File: src/rtl/lsu_seq.sv
// Load/store sequencer: turns one decoded memory op into a req/ack bus transaction,
// generates byte enables and store-lane replication, aligns and sign-extends load data,
// and holds stall until the op completes or faults.
module lsu_seq #(
  parameter int unsigned TIMEOUT = 16
) (
  input  logic        clk,
  input  logic        rst_n,
  input  logic        start,
  input  logic        mem_rd,
  input  logic        mem_wr,
  input  logic [1:0]  ld_cntr,
  input  logic [31:0] st_cntr,
  input  logic [31:0] addr,
  input  logic [31:0] wdata,
  output logic        stall,
  output logic        done,
  output logic [31:0] rdata,
  output logic        err_misalign,
  output logic        err_timeout,
  output logic        bus_req,
  output logic        bus_we,
  output logic [31:0] bus_addr,
  output logic [3:0]  bus_be,
  output logic [31:0] bus_wdata,
  input  logic        bus_ack,
  input  logic [31:0] bus_rdata
);

  localparam int unsigned CntW = (TIMEOUT > 2) ? $clog2(TIMEOUT) : 1;

  localparam logic [1:0] SzByte = 2'd0;
  localparam logic [1:0] SzHalf = 2'd1;
  localparam logic [1:0] SzWord = 2'd2;

  typedef enum logic [1:0] {StIdle, StReq, StDone, StErr} state_e;

  state_e            state_q, state_d;
  logic [CntW-1:0]   cnt_q, cnt_d;
  logic              we_q, we_d;
  logic [29:0]       addr_q, addr_d;
  logic [3:0]        be_q, be_d;
  logic [31:0]       wdata_q, wdata_d;
  logic [1:0]        size_q, size_d;
  logic [1:0]        off_q, off_d;
  logic [31:0]       rdata_q, rdata_d;
  // Selects which error flag pulses in StErr: 1 = timeout, 0 = misalign
  logic              to_q, to_d;

  logic [1:0]  op_size;
  logic        st_legal;
  logic        misalign;
  logic [3:0]  be_calc;
  logic [31:0] wdata_calc;
  logic [7:0]  ld_byte;
  logic [15:0] ld_half;
  logic [31:0] ld_data;

  // Decode the incoming op: size, store legality, alignment, enables and replicated data
  always_comb begin
    st_legal = 1'b1;
    op_size  = SzWord;
    if (mem_wr) begin
      // Store wins when both mem_rd and mem_wr are set
      unique case (st_cntr)
        32'h1111_1111: op_size = SzWord;
        32'h0000_1111: op_size = SzHalf;
        32'h0000_0011: op_size = SzByte;
        default: begin
          op_size  = SzWord;
          st_legal = 1'b0;
        end
      endcase
    end else begin
      unique case (ld_cntr)
        2'b01:   op_size = SzHalf;
        2'b10:   op_size = SzByte;
        default: op_size = SzWord;
      endcase
    end

    misalign = ((op_size == SzHalf) && addr[0]) ||
               ((op_size == SzWord) && (addr[1:0] != 2'b00));

    unique case (op_size)
      SzByte: begin
        be_calc    = 4'b0001 << addr[1:0];
        wdata_calc = {4{wdata[7:0]}};
      end
      SzHalf: begin
        be_calc    = 4'b0011 << addr[1:0];
        wdata_calc = {2{wdata[15:0]}};
      end
      default: begin
        be_calc    = 4'b1111;
        wdata_calc = wdata;
      end
    endcase
  end

  // Align the returned word to the latched size and offset, sign-extending
  always_comb begin
    unique case (off_q)
      2'd0:    ld_byte = bus_rdata[7:0];
      2'd1:    ld_byte = bus_rdata[15:8];
      2'd2:    ld_byte = bus_rdata[23:16];
      default: ld_byte = bus_rdata[31:24];
    endcase
    ld_half = off_q[1] ? bus_rdata[31:16] : bus_rdata[15:0];
    unique case (size_q)
      SzByte:  ld_data = {{24{ld_byte[7]}}, ld_byte};
      SzHalf:  ld_data = {{16{ld_half[15]}}, ld_half};
      default: ld_data = bus_rdata;
    endcase
  end

  // Next-state logic and combinational stall
  always_comb begin
    state_d = state_q;
    cnt_d   = cnt_q;
    we_d    = we_q;
    addr_d  = addr_q;
    be_d    = be_q;
    wdata_d = wdata_q;
    size_d  = size_q;
    off_d   = off_q;
    rdata_d = rdata_q;
    to_d    = to_q;
    stall   = 1'b0;

    unique case (state_q)
      StIdle: begin
        if (start && (mem_rd || mem_wr)) begin
          stall = 1'b1;
          if (mem_wr && !st_legal) begin
            state_d = StDone;
          end else if (misalign) begin
            state_d = StErr;
            to_d    = 1'b0;
          end else begin
            state_d = StReq;
            cnt_d   = '0;
            we_d    = mem_wr;
            addr_d  = addr[31:2];
            be_d    = be_calc;
            wdata_d = wdata_calc;
            size_d  = op_size;
            off_d   = addr[1:0];
          end
        end
      end
      StReq: begin
        stall = 1'b1;
        if (bus_ack) begin
          // An ack on the limit cycle still counts as success
          state_d = StDone;
          if (!we_q) rdata_d = ld_data;
        end else if (cnt_q == CntW'(TIMEOUT - 1)) begin
          state_d = StErr;
          to_d    = 1'b1;
        end else begin
          cnt_d = cnt_q + CntW'(1);
        end
      end
      StDone:  state_d = StIdle;
      StErr:   state_d = StIdle;
      default: state_d = StIdle;
    endcase
  end

  // State registers; async reset abandons any transaction in flight
  always_ff @(posedge clk or negedge rst_n) begin
    if (!rst_n) begin
      state_q <= StIdle;
      cnt_q   <= '0;
      we_q    <= 1'b0;
      addr_q  <= '0;
      be_q    <= '0;
      wdata_q <= '0;
      size_q  <= SzWord;
      off_q   <= '0;
      rdata_q <= '0;
      to_q    <= 1'b0;
    end else begin
      state_q <= state_d;
      cnt_q   <= cnt_d;
      we_q    <= we_d;
      addr_q  <= addr_d;
      be_q    <= be_d;
      wdata_q <= wdata_d;
      size_q  <= size_d;
      off_q   <= off_d;
      rdata_q <= rdata_d;
      to_q    <= to_d;
    end
  end

  // Outputs decoded from state and latched bus fields
  always_comb begin
    bus_req      = (state_q == StReq);
    done         = (state_q == StDone);
    err_misalign = (state_q == StErr) && !to_q;
    err_timeout  = (state_q == StErr) && to_q;
    bus_we       = we_q;
    bus_addr     = {addr_q, 2'b00};
    bus_be       = be_q;
    bus_wdata    = wdata_q;
    rdata        = rdata_q;
  end

endmodule

File: config.mk
export PLATFORM = sky130hd
export DESIGN_NAME = lsu_seq
export DESIGN_NICKNAME = d
export VERILOG_FILES = /design/src/rtl/lsu_seq.sv
export SDC_FILE = /design/constraint.sdc
export NUM_CORES = 1
export LEC_CHECK = 0
export BUFFER_PORTS_ARGS = -buffer_cell sky130_fd_sc_hd__buf_2
export CORE_UTILIZATION = 48
export CTS_CLUSTER_DIAMETER = 60
export DETAILED_ROUTE_END_ITERATION = 10
export GPL_TIMING_DRIVEN = 0
export PLACE_DENSITY = 0.8
export RECOVER_POWER = 25
export SLEW_MARGIN = 20
export SYNTH_ARGS = -nofsm -noshare
export SYNTH_HDL_FRONTEND = slang
export SYNTH_SLANG_ARGS = --single-unit
export TNS_END_PERCENT = 50
File: constraint.sdc
create_clock -name clk -period 3.3 [get_ports clk]
set_input_delay 0.33 -clock clk [delete_from_list [all_inputs] [get_ports clk]]
set_output_delay 0.33 -clock clk [all_outputs]
set_load 0.02 [all_outputs]
Yosys cells after proc, flatten, opt, wreduce, memory -nomap -nowiden
Cells that the tools add are included.
{"block": "word_totals", "regBits": 110, "inputBits": 136, "elab_cells": 91}
{"block": "classes", "add_sub_neg": 1, "n_eq_ne": 22, "n_shift": 2, "muxes": 30, "bitwise": 3, "n_reduce_logical": 23}
{"operator": "one-hot mux 32 bit (2 select lines)", "count": 2}
{"operator": "equality test 32 x 13 -> 1 bit, second input constant", "count": 1}
{"operator": "equality test 32 x 29 -> 1 bit, second input constant", "count": 1}
{"operator": "equality test 32 x 5 -> 1 bit, second input constant", "count": 1}
{"operator": "one-hot mux 8 bit (3 select lines)", "count": 1}
{"operator": "two-way mux 4 bit", "count": 5}
{"operator": "two-way mux 16 bit", "count": 1}
{"operator": "one-hot mux 4 bit (2 select lines)", "count": 2}
{"operator": "two-way mux 2 bit", "count": 6}
{"operator": "!= test 2 bit, second input constant", "count": 6}
{"operator": "AND reduction 6 bit", "count": 2}
{"operator": "equality test 2 x 1 -> 1 bit, second input constant", "count": 5}
{"operator": "equality test 2 bit, second input constant", "count": 5}
{"operator": "zero test 2 bit", "count": 4}
{"operator": "two-way mux 1 bit", "count": 8}
{"operator": "one-hot mux 2 bit (2 select lines)", "count": 2}
{"operator": "logical AND 1 bit", "count": 6}
{"operator": "one-hot mux 2 bit (3 select lines)", "count": 1}
{"operator": "adder 4 x 1 -> 4 bit, second input constant", "count": 1}
{"operator": "equality test 4 bit, second input constant", "count": 1}
{"operator": "one-hot mux 1 bit (2 select lines)", "count": 2}
{"operator": "AND reduction 4 bit", "count": 1}
{"operator": "nonzero test 2 bit", "count": 2}
{"operator": "left shift 1 x 2 -> 4 bit, first input constant", "count": 1}
{"operator": "other kinds (10)", "count": 14}

Depth between registers and ports, before layout
{"block": "depth", "ltp_word": 10, "mapped_depth": 9, "mapped_depth_nobuf": 7}

Least setup slack after synthesis
No wires, ideal clock.
{"block": "synth_timing", "path_type": "input-to-reg", "startpoint": "input port st_cntr[11]", "endpoint": "register addr_q[0]", "arrival_ns": 2.617, "slack_ns": 0.558, "cell_stages": 8, "cell_sequence": "nor4_2 nand4_2 or4_4 o2111a_1 or4b_1 buf_6 buf_12 mux2_4"}
{"block": "synth_between", "elab_chain_cells": 8}
{"item": "start: declaration", "line_no": "13", "source": "input logic [31:0] st_cntr,"}
{"item": "equality test 32 x 5 -> 1 bit, or another cell as far along", "line_no": "65", "source": "unique case (st_cntr)"}
{"item": "one-hot mux 2 bit (2 select lines) / OR reduction 3 bit (equally long branches)"}
{"item": "two-way mux 2 bit / two-way mux 1 bit (equally long branches)", "line_no": "63, 65"}
{"item": "equality test 2 x 1 -> 1 bit, or another cell as far along", "line_no": "82", "source": "misalign = ((op_size == SzHalf) && addr[0]) ||"}
{"item": "logical AND 1 bit, or another cell as far along", "line_no": "82"}
{"item": "logical OR 1 bit / logical AND 1 bit (equally long branches)", "line_no": "82, 135"}
{"item": "NOT 1 bit (no source line)"}
{"item": "AND reduction 4 bit (no source line) *"}
{"item": "end signal: assignment", "line_no": "188", "source": "addr_q <= addr_d;"}
{"item": "end: declaration", "line_no": "41", "source": "logic [29:0] addr_q, addr_d;"}
Mark *: on every way between the ends. The rest lies on a longest branch, timed or not.
A chain may end at the register's enable or synchronous reset.

Worst setup path after layout
{"block": "layout_timing", "startpoint": "register state_q[1]", "endpoint": "register rdata_q[15], in the netlist rdata[15]"}
{"block": "layout_between", "elab_chain_cells": 2}
{"item": "start: declaration", "line_no": "38", "source": "state_e state_q, state_d;"}
{"item": "start signal: assignment", "line_no": "174", "source": "state_q <= StIdle;"}
{"item": "start signal: assignment", "line_no": "185", "source": "state_q <= state_d;"}
{"item": "equality test 2 x 1 -> 1 bit", "line_no": "131", "source": "unique case (state_q)"}
{"item": "AND reduction 3 bit (no source line)"}
{"item": "end signal: assignment", "line_no": "193", "source": "rdata_q <= rdata_d;"}
{"item": "end: declaration", "line_no": "46", "source": "logic [31:0] rdata_q, rdata_d;"}
No other way between the ends.

==> results.md <==
Status:
- The run finished with clean final reports.

Global routing:
- The first-pass GRT wire length is 24100 um.
- For this run, the total global-route usage over all layers was measured as 0.242.
- The number of global-route vias before repair was 4884.
- The initial antenna violation count is 0.
- For this run the aggregate overflow at the end of global routing stands at 0.
- Entering global routing, the biggest net connects 59 pins.

Clock tree:
- The clock root buffer is sky130_fd_sc_hd__clkbuf_16.
- The CTS tree is done.
- The clock buffer count from CTS is 9.
- The clock latency reported for the late side of the worst-skew pair is 0.34 ns.
- The CTS H-tree depth is 3.
- The total clock sinks is 110.
- Once the clock tree was built, the setup fixing pass inserted 0 buffers.
- Clock-pin slew was measured on the worst setup and hold paths at 0.07 ns.
- The number of buffers between clock root and the deepest sink is 2.

Critical path:
- The largest single stage delay on the critical path is 0.45 ns.
- The launching point of the worst reg2reg path is state_q[1].
- The kind of cell with the highest combined delay on the critical path is buffers and inverters.
- The number of cell instances on the worst register-to-register path is 9.
- The library cell appearing most often on the critical path is sky130_fd_sc_hd__clkbuf_1.
- The slowest stage of the critical path belongs to the cell sky130_fd_sc_hd__dfrtp_1.
- The total stage count of the critical path is 9.
- STA puts the critical path data arrival time at 3.12 ns.
- The critical path ends at rdata[15].
- The critical path goes through nand2b_1 -> clkbuf_1 -> or3_1 -> clkbuf_1 -> a21oi_2 -> o31a_1 -> clkbuf_1 -> clkbuf_1 -> a21oi_1.
- STA puts the critical path data required time at 3.50 ns.
- The buffers plus inverters on the worst setup path is 4.
- The worst setup path is launched from a register.
- The first element of the critical path is state_q[1].
- The start-to-end type of the worst setup path is reg -> reg.
- The endpoint identified for the worst register-to-register timing path is rdata[15].
- The setup check on the worst reg-to-reg path leaves a slack of roughly 0.38 ns.
- Along the worst path, the maximum fanout reaches 10.
- STA classifies the critical path endpoint as a register.

Floorplanning:
- The floorplan die area is between 10000 and 15000 um2.
- The total area inside the core boundary comes to 11500 um2.
- The initialized floorplan defines 39 standard-cell rows.
- In this run the horizontal extent of the chip is 111 um.
- The starting utilization of the core area is 0.496.
- In this run the count of I/O pins placed on the die edge is roughly 240.
- The height of the chip is 111 um.

Timing:
- Setup repair after global routing left no endpoint under its margin.
- The total count of hold-check failures in the final report is 0.
- The share of the clock period used by the worst path is 0.884.
- The worst-margin pin slew is 1.36 ns.
- Timing would allow up to between 0.3 and 0.4 GHz.
- The clock arrives with 0.00853 ns of skew.
- Measured against its own limit, the worst slew margin works out to 0.0911.
- The setup TNS is 0 ns.
- The count of final max-slew check failures is 0.
- Setup violations remaining at the end of the flow were counted as 0.
- For the finished layout, the period the worst path requires is 2.92 ns.

Power:
- The switching power as a share of total power is 0.407.
- Internal power comes to 3.82 mW.
- The share of total power dissipated in combinational logic is 0.468.
- The share of total power dissipated in sequential elements is 0.373.
- The share of total power dissipated in the clock network is 0.158.
- The switching power of the nets is 2.62 mW.
- VDD sags by at most 514 uV.
- For this design the static power due to leakage is 3.83 nW.
- For this design the ratio of total power to cell area is 876 nW/um2.

Layout:
- The commonest non-fill, non-tap cell in the layout is sky130_fd_sc_hd__buf_2.
- The layout-stage area growth over the synthesis result is 29.3%.
- In the layout the commonest cells are sky130_fd_sc_hd__buf_2 (209), sky130_fd_sc_hd__dfrtp_1 (109), sky130_fd_sc_hd__mux2_4 (61).
- The net count of the finished layout is 866.
- The count of fill cells added during filler insertion is ~960.
- In the final layout, the share of cells above drive strength 1 is 0.460.
- The cell area after layout is 7360 um2.
- The number of antenna diodes in the final layout is 0.

Yosys:
- In this run, synthesis produced a sequential element count of 110.
- During synthesis, Yosys emitted a total of 0 warnings.
- The most common flop cell mapped by yosys is sky130_fd_sc_hd__dfrtp_1.
- The cell area after technology mapping is 5690 um2.
- The number of distinct library cells after synthesis is 60.
- After synthesis, the share of flip-flops with an asynchronous set or reset is 1.00.
- The synthesized instance count is 475.
- The count of flip-flops with a built-in enable after synthesis is 0.
- For this run, the register share of the synthesized area comes to 0.484.
- The mean area per synthesized cell is 12.0 um2.

Placement:
- At the end of routability-driven placement, the weighted congestion stood at 0.881.
- During placement, the flow inserted port buffers numbering 239.
- The detailed-placement wirelength estimate is ~11000 um.
- In this run the cell area measured after placement is 7100 um2.

Route:
- In the final routed layout, each cell accounts on average for 16.6 um.
- For this block, the routed nets add up to 14600 um of wire.
- For this run, design rule violations remaining after detail routing come to 0.
- The first routing iteration left 463 violations.
- The routed layout has about 4800 vias.
- The antenna violation net count after detailed routing is 0.
- In the routed layout, each cell is associated on average with a via count of 5.45.
- The number of iterations in the first detailed-routing pass is 5.

Hold path:
- The path type of the worst min-delay path is in -> reg.

Flow run:
- Across the run, the number of max-cap violations was 0.
==> what timing repair did <==
action                                  CTS  global route
hold buffers                              1             0
endpoints found under the hold margin    52             0
endpoints found under the setup margin    0            10
gates resized for setup                   0             1
==> worst reg2reg max path: cells and delay by family, from the launching register on <==
kind,cells,cell delay [ns]
DFF,1,0.45
buffers and inverters,4,1.10
AOI/OAI and AO/OA,3,0.70
and+or+nand+nor,2,0.54
==> synthesized netlist by cell type, types with 8 or more instances <==
library cell / count / area [um2]
sky130_fd_sc_hd__dfrtp_1: 109 / 2730
sky130_fd_sc_hd__mux2_4: 61 / 916
sky130_fd_sc_hd__nor2_1: 39 / 146
sky130_fd_sc_hd__nand2_1: 36 / 135
sky130_fd_sc_hd__a21oi_1: 34 / 170
sky130_fd_sc_hd__o21ai_0: 32 / 160
sky130_fd_sc_hd__inv_1: 19 / 71.3
sky130_fd_sc_hd__mux2_2: 18 / 203
sky130_fd_sc_hd__mux2i_1: 17 / 170
sky130_fd_sc_hd__clkbuf_1: 10 / 37.5
sky130_fd_sc_hd__a22oi_1: 9 / 67.6
sky130_fd_sc_hd__a222oi_1: 8 / 80.1
==> final cells by class <==
| class | instances | area, um2 | area share |
|---|---|---|---|
| timing repair buffer | 241 | 1200 | 0.163 |
| clock inverter | 6 | 42.5 | 0.00578 |
| buffer | 27 | 283 | 0.0384 |
| multi-input combinational | 320 | 2590 | 0.352 |
| clock buffer | 10 | 239 | 0.0325 |
| inverter | 19 | 71.3 | 0.00969 |
| tap | 143 | 179 | 0.0243 |
| sequential | 110 | 2750 | 0.374 |
==> worst min path at each step <==
| stage | from | endpoint | slack (ns) | depth (start not counted) |
|---|---|---|---|---|
| global placement | rdata[5] | rdata[5] | 0.46 | 2 |
| global route | addr[19] | addr_q[17] | 0.21 | 2 |
| CTS | addr[3] | addr_q[1] | 0.20 | 2 |
| detailed placement | rst_n | addr_q[18] | 0.32 | 1 |
| finish | addr[3] | addr_q[1] | 0.22 | 2 |
| floorplan | rst_n | addr_q[0] | 0.03 | 0 |
==> flip-flops by register name, summed over array words and instances, names as in the netlist <==
| signal | cells |
|---|---|
| bus_wdata | 32 |
| off_q | 2 |
| to_q | 1 |
| state_q | 2 |
| cnt_q | 4 |
| bus_be | 4 |
| rdata | 32 |
| addr_q | 30 |
| size_q | 2 |
| bus_we | 1 |
==> routing by layer <==
layer | GRT usage | up-vias | part of all wire | wire length (um)
met3 | 0.0394 | 23 | 0.070 | 1030
met4 | 0.0818 | 0 | 0.015 | 215
met1 | 0.305 | 2317 | 0.41 | 5940
li1 | - | 2214 | - | -
met2 | 0.422 | 220 | 0.51 | 7400
met5 | 0 | - | 0 | 0
==> power by group through the flow <==
stage | clock [mW] | sequential (mW) | combinational [mW]
5_1_grt | 1.09 | 2.49 | 3.23
2_1_floorplan | 0 | 3.11 | 1.29
3_3_place_gp | 0 | 2.37 | 3.00
6_report | 1.02 | 2.41 | 3.02
4_1_cts | 1.04 | 2.40 | 3.09
3_5_place_dp | 0 | 2.41 | 3.07
==> logic make-up (layout without fill, tap and decap cells) <==
kind of cell,after synthesis,in the layout,synth area share
AO/OA/AOI/OAI,106,106,0.117
XOR/XNOR,1,1,0.00154
adder cells (fa/ha/maj),2,2,0.00440
buffers and inverters,46,303,0.0622
flip-flops,110,110,0.484
multiplexers,97,97,0.230
other,1,2,0.000659
AND/OR/NAND/NOR,112,112,0.0996
==> through the flow <==
stage	hold WS, ns	utilization	total power [mW]	std cells	setup WS (ns)
after floorplan	0.0344	-	4.41	476	0.558
after global placement	0.464	0.617	5.37	858	0.244
after detailed placement	0.320	0.620	5.49	859	0.173
after CTS	0.204	0.645	6.53	876	0.159
after global routing	0.209	0.642	6.82	876	0.150
final	0.216	0.642	6.44	876	0.383
(Power assumes the default switching activity.)
